$ cat src/rtl/vga_pkg.sv
// Shared constants for the gradient datapath: default geometry, colour widths,
// orientation codes and sequencer state encodings.
package vga_pkg;

  localparam int H_ACTIVE_DEF = 640;
  localparam int V_ACTIVE_DEF = 480;
  localparam int CW_DEF       = 4;
  localparam int COORD_W      = 10;
  localparam int CHAN_W       = CW_DEF;
  localparam int COLOR_W      = 3 * CW_DEF;

  localparam logic ORIENT_H = 1'b0;
  localparam logic ORIENT_V = 1'b1;

  typedef enum logic {
    FRAME_WAIT = 1'b0,
    RUN        = 1'b1
  } seq_state_e;

endpackage

$ cat src/rtl/grad_chan_stepper.sv
// One colour channel of the gradient: quotient/remainder walk of
// floor((A*pos + B*(N-pos))/N) using only add/subtract of d = A - B.
module grad_chan_stepper #(
  parameter int CW = 4,
  parameter int NW = 10
) (
  input  logic          clk,
  input  logic          reset,
  input  logic [NW-1:0] n_i,
  input  logic [CW-1:0] a_i,
  input  logic [CW-1:0] b_i,
  input  logic          load_i,
  input  logic          step_b_i,
  input  logic          step_i,
  output logic [CW-1:0] q_o
);

  localparam int SW = NW + 2;

  logic [CW-1:0]        quo_q, quo_d, base_q;
  logic [NW-1:0]        rem_q, rem_d, base_r;
  logic signed [CW:0]   diff;
  logic signed [SW-1:0] diff_x, n_s, r_sum;

  always_comb begin
    diff   = $signed({1'b0, a_i}) - $signed({1'b0, b_i});
    diff_x = {{(SW-CW-1){diff[CW]}}, diff};
    // step_b restarts the walk from (B, 0) instead of the held state
    base_q = step_b_i ? b_i : quo_q;
    base_r = step_b_i ? '0 : rem_q;
    n_s    = $signed({2'b00, n_i});
    r_sum  = $signed({2'b00, base_r}) + diff_x;
    quo_d  = base_q;
    rem_d  = r_sum[NW-1:0];
    if (r_sum >= n_s) begin
      quo_d = base_q + 1'b1;
      rem_d = NW'(r_sum - n_s);
    end else if (r_sum[SW-1]) begin
      quo_d = base_q - 1'b1;
      rem_d = NW'(r_sum + n_s);
    end
  end

  always_ff @(posedge clk or posedge reset) begin
    if (reset) begin
      quo_q <= '0;
      rem_q <= '0;
    end else if (load_i) begin
      quo_q <= b_i;
      rem_q <= '0;
    end else if (step_b_i || step_i) begin
      quo_q <= quo_d;
      rem_q <= rem_d;
    end
  end

  assign q_o = quo_q;

endmodule

$ cat src/rtl/gradient_seq_ctrl.sv
// Gradient controller: shadow command registers, tear-free commit at frame start,
// and three channel steppers. GRAD_SWAP_EN adds the cmd_swap (exchange A/B) command.
module gradient_seq_ctrl
  import vga_pkg::*;
#(
  parameter int H_ACTIVE = H_ACTIVE_DEF,
  parameter int V_ACTIVE = V_ACTIVE_DEF,
  parameter int CW       = CW_DEF
) (
  input  logic                clk,
  input  logic                reset,
  input  logic [3*CW-1:0]     sw,
  input  logic                cmd_load_a,
  input  logic                cmd_load_b,
  input  logic                cmd_toggle,
`ifdef GRAD_SWAP_EN
  input  logic                cmd_swap,
`endif
  input  logic                p_tick,
  input  logic                video_on,
  input  logic [COORD_W-1:0]  x,
  input  logic [COORD_W-1:0]  y,
  output logic [3*CW-1:0]     rgb,
  output logic                pending
);

  localparam int COLW = 3 * CW;

  seq_state_e        state_q;
  logic [COLW-1:0]   sh_a_q, sh_b_q, act_a_q, act_b_q, rgb_q;
  logic [COLW-1:0]   sh_a_d, sh_b_d, eff_a, eff_b, q_all, rgb_d;
  logic              sh_orient_q, sh_orient_d, act_orient_q, eff_orient;
  logic              pending_q;
  logic              frame_start, cmd_any, pix_en, horiz, x_zero, x_last;
  logic              ld_v, step_b, step_n, use_b;
  logic [COORD_W-1:0] n_sel;

  assign frame_start = p_tick && (x == '0) && (y == '0);

`ifdef GRAD_SWAP_EN
  assign cmd_any = cmd_load_a | cmd_load_b | cmd_toggle | cmd_swap;
`else
  assign cmd_any = cmd_load_a | cmd_load_b | cmd_toggle;
`endif

  always_comb begin
    sh_a_d      = sh_a_q;
    sh_b_d      = sh_b_q;
    sh_orient_d = sh_orient_q ^ cmd_toggle;
`ifdef GRAD_SWAP_EN
    if (cmd_swap) begin
      sh_a_d = sh_b_q;
      sh_b_d = sh_a_q;
    end
`endif
    if (cmd_load_a) sh_a_d = sw;
    if (cmd_load_b) sh_b_d = sw;
  end

  // The frame-start pixel already uses the settings being committed on that edge
  assign eff_a      = frame_start ? sh_a_q      : act_a_q;
  assign eff_b      = frame_start ? sh_b_q      : act_b_q;
  assign eff_orient = frame_start ? sh_orient_q : act_orient_q;

  assign pix_en = p_tick && video_on && ((state_q == RUN) || frame_start);
  assign horiz  = (eff_orient == ORIENT_H);
  assign x_zero = (x == '0);
  assign x_last = (x == COORD_W'(H_ACTIVE - 1));
  assign n_sel  = horiz ? COORD_W'(H_ACTIVE) : COORD_W'(V_ACTIVE);

  assign ld_v   = pix_en && !horiz && frame_start;
  assign step_b = pix_en && horiz && x_zero;
  assign step_n = pix_en && (horiz ? !x_zero : x_last);
  assign use_b  = horiz ? x_zero : frame_start;

  for (genvar c = 0; c < 3; c++) begin : g_chan
    grad_chan_stepper #(.CW(CW), .NW(COORD_W)) u_step (
      .clk      (clk),
      .reset    (reset),
      .n_i      (n_sel),
      .a_i      (eff_a[c*CW +: CW]),
      .b_i      (eff_b[c*CW +: CW]),
      .load_i   (ld_v),
      .step_b_i (step_b),
      .step_i   (step_n),
      .q_o      (q_all[c*CW +: CW])
    );
  end

  always_comb begin
    rgb_d = '0;
    if (pix_en) rgb_d = use_b ? eff_b : q_all;
  end

  always_ff @(posedge clk or posedge reset) begin
    if (reset) begin
      state_q      <= FRAME_WAIT;
      sh_a_q       <= '0;
      sh_b_q       <= '0;
      sh_orient_q  <= ORIENT_H;
      act_a_q      <= '0;
      act_b_q      <= '0;
      act_orient_q <= ORIENT_H;
      pending_q    <= 1'b0;
      rgb_q        <= '0;
    end else begin
      sh_a_q      <= sh_a_d;
      sh_b_q      <= sh_b_d;
      sh_orient_q <= sh_orient_d;
      if (frame_start) begin
        act_a_q      <= sh_a_q;
        act_b_q      <= sh_b_q;
        act_orient_q <= sh_orient_q;
      end
      // a command in the commit cycle keeps pending for the next frame
      if (cmd_any)          pending_q <= 1'b1;
      else if (frame_start) pending_q <= 1'b0;
      case (state_q)
        FRAME_WAIT: if (frame_start) state_q <= RUN;
        RUN:        state_q <= RUN;
        default:    state_q <= FRAME_WAIT;
      endcase
      if (p_tick) rgb_q <= rgb_d;
    end
  end

  assign rgb     = rgb_q;
  assign pending = pending_q;

endmodule

$ cat config.mk
export PLATFORM = sky130hd
export DESIGN_NAME = gradient_seq_ctrl
export DESIGN_NICKNAME = d
export VERILOG_FILES = /design/src/rtl/vga_pkg.sv /design/src/rtl/grad_chan_stepper.sv /design/src/rtl/gradient_seq_ctrl.sv
export SDC_FILE = /design/constraint.sdc
export NUM_CORES = 1
export LEC_CHECK = 0
export CORE_AREA = 2 2 106 159
export CTS_CLUSTER_DIAMETER = 200
export DETAILED_ROUTE_END_ITERATION = 6
export DIE_AREA = 0 0 108 161
export GPL_TIMING_DRIVEN = 0
export HOLD_SLACK_MARGIN = 0.15
export PLACE_DENSITY = 0.73
export SLEW_MARGIN = 20
export SYNTH_ARGS = -nofsm -noshare
export SYNTH_HDL_FRONTEND = slang
export SYNTH_SLANG_ARGS = --single-unit
$ cat constraint.sdc
create_clock -name clk -period 6.9 [get_ports clk]
set_clock_uncertainty 0.1 [all_clocks]
set_input_delay 1.38 -clock clk [delete_from_list [all_inputs] [get_ports clk]]
set_output_delay 1.38 -clock clk [all_outputs]
set_load 0.1 [all_outputs]
==> impl_metrics.ini, run 1 <==
[pwr]
ir_drop_mv = 0.138
power_density_nw_per_um2 = 108
p_leak_nw = 5.34
p_total_mw = 1.28

[worst_hold_path]
hold_depth = 2
holdPathEnd = g_chan[0].u_step.rem_q[0]
hold_path_startpoint = g_chan[0].u_step.rem_q[0]
hold_class = flop to flop

[timing]
setup_viol = 26
worst_slack_ps = -403
period_needed_ps = 7300
rsz0062_at_grt = true
finalHoldViolCount = 0
tightest_slew_ps = 993
fmax_mhz = 137
timing.slew.headroom_pct = 33.6
fin_crit_sh_pct = 106
drv_slew = 0

[critical_path]
cpPeakStageDelay_ps = 400
cp.arrival_ps = 7450
endpoint_kind = flop
r2r_start = act_orient_q
required_ps = 7050
slowest_stage = nor4_4
r2r_slack_ps = 600
cp-start-kind = input pin
worstPathMaxFanout = 10
crit_type = input pin to flop
r2r_cells = 29
crit_path_frequent_cell = buf_4
reg2reg_to = g_chan[1].u_step.q_o[2]

[yosys]
mappedNetlistNets = 1095
syn-cell-area_um2 = 8620
synth_cell_types = 88
syn_avg_cell_area_um2 = 8.76
yosysWarnings = 0
synth_top_area_cell = dfrtp_1
synth-edff-count = 0
synthFlopType = dfrtp_1
ys_seq_area_share_pct = 30.8
yosysTopAreaCellShare_pct = 30.8
async_flop_share_pct = 100
synthesis.instances = 984
ys_ff_latch = 106
yosys-top-cells-area = dfrtp_1, ha_1, nand2_1

[final_layout]
regArea_um2 = 2650
multi_input_area_um2 = 6390
drive_gt1_share_pct = 30.5
syn2layout_area_growth_pct = 37.0
fill_cells = 1082
final_util_pct = 73.6
diodes = 0
nets = 1287
stdcell_count = 1387

[run_status]
outcome = finished, violations left
violations = setup timing

[clock_tree]
clockRootBuffer = clkbuf_16
clk_latency_ps = 370
htree_levels = 3
clk_path_buf_depth = 2
clk_pin_slew_worst_paths_ps = 80
cts_tree = done
cts_made_buffers = 9
clock_sinks = 106
postCtsHoldBufs = 0

[grt]
grt_pass1_vias = 8550
overflow = 0
grt_max_degree = 61
antenna_found_initial = 0
grt_pass1_wl_um = 44900
track_usage_pct = 33.5

[place]
gp_congestion = 0.907
place_hpwl_um = 18900
dpl.cell_count = 1241
portBuffers = 50

[detailed_routing]
via_per_inst = 6.29
post-route-drc-count = 0
wl_per_cell_um = 22.2
drt_iter0_markers = 816
dr.pass1.iters = 5
wirelength_um = 30700
final_antenna_net_count = 0
num_vias = 8727

[floorplanning]
start_util_pct = 53.7
core_um2 = 16000
fp.dieH_um = 161
die_w_um = 108
io_pins = 52
dieArea_um2 = 17400
rows = 57

[job]
cap_violations = 0
==> routing by layer <==
| layer | wire, um | GRT usage (%) |
|---|---|---|
| met1 | 11200 | 38.7 |
| met2 | 15300 | 57.5 |
| met3 | 2170 | 5.89 |
| met4 | 2150 | 19.4 |
| met5 | 0 | 0 |
==> cell usage after synthesis, types with 3 or more instances <==
cell type,n
a221oi_1,4
o31ai_1,16
nand2_1,120
a21o_1,20
nor2b_1,8
xor2_1,23
nand3_1,22
a31oi_1,10
o32ai_1,3
nor2_1,52
buf_1,6
o311ai_0,3
o22ai_1,15
clkbuf_1,26
mux2i_1,28
nor3_1,12
mux2_2,22
nand2b_1,5
a21oi_2,3
ha_1,61
a22oi_1,5
nor4_2,3
nor4_1,8
fa_1,11
maj3_1,9
and2_1,23
a32oi_1,4
buf_4,6
a221o_1,3
dfrtp_1,106
a211o_1,4
a21oi_1,55
xnor2_1,29
o21ai_0,56
o211ai_1,12
o21bai_1,3
nand4_1,6
inv_1,88
or3_1,5
a22o_1,6
o21a_1,3
buf_2,3
a211oi_1,9
and3_1,7
==> worst max-delay path by stage <==
stage | slack, ps | to | from | cells past startpoint
after floorplan | -310 | g_chan[1].u_step.q_o[3] | x[4] | 28
after global placement | -2330 | g_chan[1].u_step.q_o[3] | y[5] | 29
after detailed placement | -2400 | g_chan[1].u_step.q_o[3] | y[5] | 29
after CTS | -310 | g_chan[1].u_step.q_o[3] | y[6] | 33
after global routing | -650 | g_chan[1].u_step.q_o[1] | x[6] | 32
final | -400 | g_chan[1].u_step.q_o[2] | x[6] | 32
==> power by group <==
part	switching [mW]	internal [mW]	total [mW]	leakage, nW
Clock	0.270	0.254	0.524	0.144
Combinational	0.0470	0.0447	0.0917	3.81
Sequential	0.0234	0.638	0.661	1.39
Total	0.341	0.936	1.28	5.34
==> sequential cells by signal, summed over array words and instances (netlist names), named ones only <==
name and cells:
g_chan.u_step.rem_q 30, act_b_q 12, g_chan.u_step.q_o 12, rgb 12, sh_a_q 12, sh_b_q 12, act_a_q 11, act_orient_q 1
pending 1, sh_orient_q 1, state_q 1
==> layout make-up <==
| class | count | area share, % |
|---|---|---|
| well taps | 206 | 2.18 |
| clock inverters | 7 | 0.498 |
| plain buffers | 39 | 2.43 |
| inverters | 90 | 3.01 |
| flip-flops and latches | 106 | 22.5 |
| clock buffers | 9 | 1.91 |
| multi-input cells | 747 | 54.1 |
| repair buffers | 183 | 13.4 |
==> cell families after synthesis <==
group                    Yosys count  synth area share (%)
buffers and inverters            131                  6.01
adder cells (fa/ha/maj)           81                  12.4
multiplexers                      53                  6.60
AND/OR/NAND/NOR                  292                  16.7
XOR/XNOR                          54                  5.66
flip-flops                       106                  30.8
AO/OA/AOI/OAI                    267                  21.8
==> worst max-delay path, delay by kind of cell <==
family | cells | cell delay [ps]
AOI/OAI and AO/OA | 6 | 1020
xor gates and xnor gates | 1 | 230
adders and majority gates | 3 | 770
buffers and inverters | 10 | 1560
muxes | 1 | 360
and+or+nand+nor | 11 | 2130
==> what timing repair did <==
action,4_1_cts,5_1_grt
gates cloned,1,0
endpoints found under the setup margin,27,27
pin swaps,77,111
gates resized for setup,179,94
setup buffers,87,46
==> per-stage QoR <==
step | hold slack (ps) | TNS [ps] | area, um^2 | setup slack (ps)
finish | 362 | -4530 | 11800 | -403
global route | 381 | -9200 | 11800 | -651
CTS | 365 | -1830 | 11200 | -309
detailed placement | 349 | -51080 | 9640 | -2400
global placement | 342 | -49880 | 9590 | -2330
floorplan | 330 | -1800 | 8840 | -313
==> layout by cell type, fill, tap and decap left out, drive strengths merged, types with 22 or more instances in the layout <==
master         synthesis  final
buf                   15    157
nand2                121    121
dfrtp                106    106
inv                   90     95
ha                    61     61
o21ai                 60     60
a21oi                 58     58
nor2                  54     54
clkbuf                26     38
xnor2                 30     30
clkdlybuf4s50          0     29
mux2i                 28     28
mux2                  25     25
xor2                  24     24
and2                  23     23
nand3                 22     22
Note: power is estimated with default switching activity, not from simulation.
==> inputs of run 2 (changes only) <==
GPL_TIMING_DRIVEN = default   (was 0)
==> run 2 against run 1 <==
The run ends with DRC, setup timing left. Die area unchanged. Sequential share of layout area decreased by 1.1 points. Power increased by 6.8%. Routed wire length increased by 5.8%.
==> impl_metrics.ini, run 2 (same netlist as run 1, synthesis figures left out) <==
[place]
place_hpwl_um = 19300
portBuffers = 51
dpl.cell_count = 1393
gp_congestion = 0.874

[floorplanning]
start_util_pct = 53.7
die_w_um = 108
rows = 57
io_pins = 52
dieArea_um2 = 17400
fp.dieH_um = 161
core_um2 = 16000

[critical_path]
crit_type = input pin to flop
cp-startpoint = x[0]
endpoint_kind = flop
cpPeakStageDelay_ps = 440
required_ps = 7060
r2r_start = sh_orient_q
cp-start-kind = input pin
slowest_stage = a311oi_4
cp.arrival_ps = 7420
worstPathMaxFanout = 4

[grt]
antenna_found_initial = 1
grt_pass1_vias = 9144
grt_max_degree = 73
grtUsageMet1_pct = 38.1
met2_usage_pct = 57.7
overflow = 0
busiest_layer = met2
track_usage_pct = 33.3
grt_pass1_wl_um = 45300
use_met3_pct = 5.41

[pwr]
ir_drop_mv = 0.136
comb_power_share_pct = 6.9
intPower_mw = 1.02
power_frac_seq_pct = 48.3
power_density_nw_per_um2 = 110
clkPwrFrac_pct = 44.8
p_leak_nw = 5.89
switchingPower_mw = 0.346
switching_share_pct = 25.4

[final_layout]
regMostFlops = g_chan.u_step.rem_q
nets = 1393
syn2layout_area_growth_pct = 44.1
stdcell_count = 1494
drive_gt1_share_pct = 37.6
largest_reg_flops = 30
fill_cells = 973
final_common_cell = buf_4
final_cell_mix = buf_4, nand2_1, dfrtp_1

[timing]
drv_slew = 0
tightest_slew_ps = 1020
rsz0062_at_grt = true
setup_viol = 15
holdWs_ps = 376
setup_tns_ps = -3040
finalHoldViolCount = 0
period_needed_ps = 7250
fmax_mhz = 138
timing.slew.headroom_pct = 30.2
fin_crit_sh_pct = 105
worst_slack_ps = -352

[clock_tree]
cts_made_buffers = 9
cts_tree = done
clk_latency_ps = 370
clockRootBuffer = clkbuf_16
postCtsHoldBufs = 0
clk_path_buf_depth = 2
clock_sinks = 106
htree_levels = 3
clk_pin_slew_worst_paths_ps = 80

[detailed_routing]
wirelength_um = 32500
post-route-drc-count = 1
num_vias = 9278
via_per_inst = 6.21
wl_per_cell_um = 21.8
final_antenna_net_count = 0
drt_iter0_markers = 995
dr.pass1.iters = 7

[job]
cap_violations = 0

[run_status]
outcome = finished, violations left
violations = DRC, setup timing

[worst_hold_path]
hold_class = flop to flop
hold_path_startpoint = g_chan[2].u_step.rem_q[1]
==> run 2: final timing paths <==
| path | to | slack (ps) | depth (start not counted) |
|---|---|---|---|
| worst max-delay path | g_chan[1].u_step.rem_q[7] | -350 | 30 |
| worst min-delay path | g_chan[2].u_step.rem_q[1] | 380 | 2 |
| worst max register to register | g_chan[1].u_step.rem_q[7] | 1210 | 24 |
| worst min register to register | g_chan[2].u_step.rem_q[1] | 380 | 2 |
| max in group asynchronous | g_chan[0].u_step.rem_q[7] | 4150 | 3 |
| min in group asynchronous | sh_orient_q | 1500 | 2 |
==> run 2: what timing repair did <==
action | in CTS | in global routing
gates resized for setup | 94 | 125
setup buffers | 57 | 32
setup endpoints to repair | 27 | 28
pin swaps | 35 | 73
==> run 2: layout make-up <==
cell class / instances / area (um^2) / area share, %
Sequential cell: 106 / 2650 / 21.3
Tap cell: 206 / 258 / 2.07
Antenna cell: 1 / 2.50 / 0.0201
Timing Repair Buffer: 328 / 2630 / 21.2
Inverter: 90 / 350 / 2.82
Multi-Input combinational cell: 747 / 6200 / 49.9
Clock inverter: 6 / 96.3 / 0.775
Clock buffer: 10 / 239 / 1.92
==> run 2: critical path, delay by kind of cell <==
| family | cells | cell delay (ps) |
|---|---|---|
| compound gates | 11 | 2290 |
| xor+xnor | 3 | 510 |
| fa+ha+maj | 5 | 1540 |
| buf+inv | 3 | 380 |
| simple gates | 8 | 1320 |
==> run 2: routing by layer <==
metal,share of wire (%),up-vias
li1,-,4104
met1,35,4428
met2,49,533
met3,8.2,213
met4,7.3,0
met5,0,-
==> run 2: power groups by stage <==
stage	sequential, mW	combinational (mW)	clock [mW]
after detailed placement	0.665	0.0868	0
final	0.659	0.0945	0.610
after global routing	0.659	0.0998	0.629
after CTS	0.654	0.0856	0.596
after global placement	0.665	0.0839	0
after floorplan	0.660	0.0442	0
==> run 2: stage by stage <==
stage | utilization (%) | setup WS, ps | power [mW] | instance area, um^2
2_1_floorplan | - | -313 | 0.705 | 8840
3_3_place_gp | 67.7 | -883 | 0.749 | 10900
3_5_place_dp | 67.7 | -955 | 0.752 | 10900
4_1_cts | 73.0 | 1.02 | 1.34 | 11700
5_1_grt | 77.4 | -629 | 1.39 | 12400
6_report | 77.4 | -352 | 1.36 | 12400
==> inputs of run 3 (changes only) <==
--- a/config.mk
+++ b/config.mk
@@ -7,2 +7,3 @@
 export LEC_CHECK = 0
+export CAP_MARGIN = 40
 export CORE_AREA = 2 2 106 159
==> constraint.sdc (replaced) <==
create_clock -name clk -period 6.9 [get_ports clk]
set_clock_uncertainty 0.1 [all_clocks]
set_input_delay 1.035 -clock clk [delete_from_list [all_inputs] [get_ports clk]]
set_output_delay 1.035 -clock clk [all_outputs]
set_load 0.1 [all_outputs]
==> run 3 against run 2 <==
Largest cell class unchanged. Routed wire length down 13%. Power decreased by 6.0%. Final cell count is 5.8% lower. Maximum frequency increased by 6.3%. Die area unchanged. The flow now finishes without violations. Largest power group unchanged. Sequential power is essentially flat.
==> impl_metrics.ini, run 3 (same netlist as run 1, synthesis figures left out) <==
[timing]
fmax_mhz = 147
fin_crit_sh_pct = 98.8
setup_viol = 0
period_needed_ps = 6820
finalHoldViolCount = 0
worst_slack_ps = 79.9
setup_tns_ps = 0
timing.slew.headroom_pct = 43.3
drv_slew = 0
tightest_slew_ps = 848

[pwr]
switchingPower_mw = 0.343
comb_power_share_pct = 7.3
clkPwrFrac_pct = 41.2
p_leak_nw = 5.55
switching_share_pct = 26.7
intPower_mw = 0.939
ir_drop_mv = 0.109
power_frac_seq_pct = 51.5
power_density_nw_per_um2 = 109

[place]
place_hpwl_um = 19300
portBuffers = 51
pre_cts_ws_ps = -639
placed_area_um2 = 10800
gp_congestion = 0.905

[final_layout]
diodes = 0
finalInstanceArea_um2 = 11700
nets = 1308
final_cell_mix = buf_4, nand2_1, dfrtp_1
regMostFlops = g_chan.u_step.rem_q
largest_reg_flops = 30
syn2layout_area_growth_pct = 35.9
drive_gt1_share_pct = 29.6
final_common_cell = buf_4

[critical_path]
r2r_cells = 24
reg2reg_to = g_chan[1].u_step.q_o[3]
critical_path_buf_inv_count = 5
required_ps = 7040
worstPathMaxFanout = 5
worstSetupPathDepth = 29
cp-start-kind = input pin
crit_path_frequent_cell = a21oi_2
cpPeakStageDelay_ps = 410
r2r_slack_ps = 1300
endpoint_kind = flop
slowest_stage = fa_2
critical-path-top-delay-family = compound AO/OA/AOI/OAI gates
crit_type = input pin to flop
cp.arrival_ps = 6960
r2r_start = sh_orient_q

[grt]
grt_max_degree = 65
grt_pass1_vias = 8606
antenna_found_initial = 0
grt_pass1_wl_um = 42400
track_usage_pct = 30.6
overflow = 0

[worst_hold_path]
hold_path_startpoint = g_chan[0].u_step.rem_q[0]
holdPathEnd = g_chan[0].u_step.rem_q[0]
hold_depth = 2
hold_class = flop to flop

[detailed_routing]
via_per_inst = 6.14
wirelength_um = 28300
num_vias = 8641
final_antenna_net_count = 0
drt_iter0_markers = 655
post-route-drc-count = 0
dr.pass1.iters = 5
wl_per_cell_um = 20.1

[clock_tree]
clockRootBuffer = clkbuf_16
postCtsHoldBufs = 0
cts_made_buffers = 9
clock_sinks = 106
clk_latency_ps = 360
clk_path_buf_depth = 2
htree_levels = 3
clk_pin_slew_worst_paths_ps = 80
cts_tree = done

[floorplanning]
core_um2 = 16000
start_util_pct = 53.7
io_pins = 52
rows = 57
die_w_um = 108
dieArea_um2 = 17400
fp.dieH_um = 161

[job]
cap_violations = 0

[run_status]
outcome = finished clean
run 3: cell types whose count changed in the layout (fill, tap and decap cells not counted), moves of 8 or more:
cell,previous run,this run
buf_6,15,3
buf_4,264,171
dlymetal6s2s_1,0,8
buf_8,1,11
run 3: metal layers:
metal	part of all wire [%]	GRT usage, %
met5	0	0
met4	5.4	16.5
met3	5.0	4.28
met2	52	53.3
met1	38	35.8
run 3: worst max-delay path by stage:
stage | to | start
3_5_place_dp | g_chan[0].u_step.q_o[3] | y[1]
4_1_cts | g_chan[1].u_step.q_o[3] | x[4]
3_3_place_gp | g_chan[0].u_step.q_o[3] | x[0]
5_1_grt | g_chan[1].u_step.q_o[3] | y[7]
2_1_floorplan | g_chan[2].u_step.q_o[3] | x[4]
6_report | g_chan[1].u_step.q_o[3] | y[7]
run 3: area by class of cell:
| class | count | area, um^2 |
|---|---|---|
| Tap cell | 206 | 258 |
| Timing Repair Buffer | 243 | 2140 |
| Multi-Input combinational cell | 747 | 6020 |
| Clock inverter | 7 | 72.6 |
| Inverter | 90 | 345 |
| Clock buffer | 9 | 225 |
| Fill cell | 1077 | 4330 |
| Sequential cell | 106 | 2650 |
run 3: power by group through the flow:
stage	combinational [mW]	clock [mW]	sequential, mW
detailed placement	0.0867	0	0.668
floorplan	0.0442	0	0.660
global route	0.0997	0.558	0.661
global placement	0.0843	0	0.667
finish	0.0940	0.528	0.660
CTS	0.0860	0.526	0.656
run 3: worst min-delay path, delay by kind of cell (launching register included):
kind / cells / cell delay (ps)
DFF: 1 / 350
and+or+nand+nor: 2 / 100
run 3: what timing repair did:
action / 4_1_cts / 5_1_grt
resized for setup: 32 / 94
setup buffers: 8 / 13
endpoints found under the setup margin: 20 / 27
pin swaps: 20 / 64
run 3: through the flow:
step                power [mW]  hold slack, ps  util [%]  instances
floorplan                0.705             330         -        984
global placement         0.752             341      65.8       1356
detailed placement       0.755             354      67.2       1369
CTS                       1.27             373      70.2       1393
global route              1.32             401      73.0       1408
finish                    1.28             374      73.0       1408
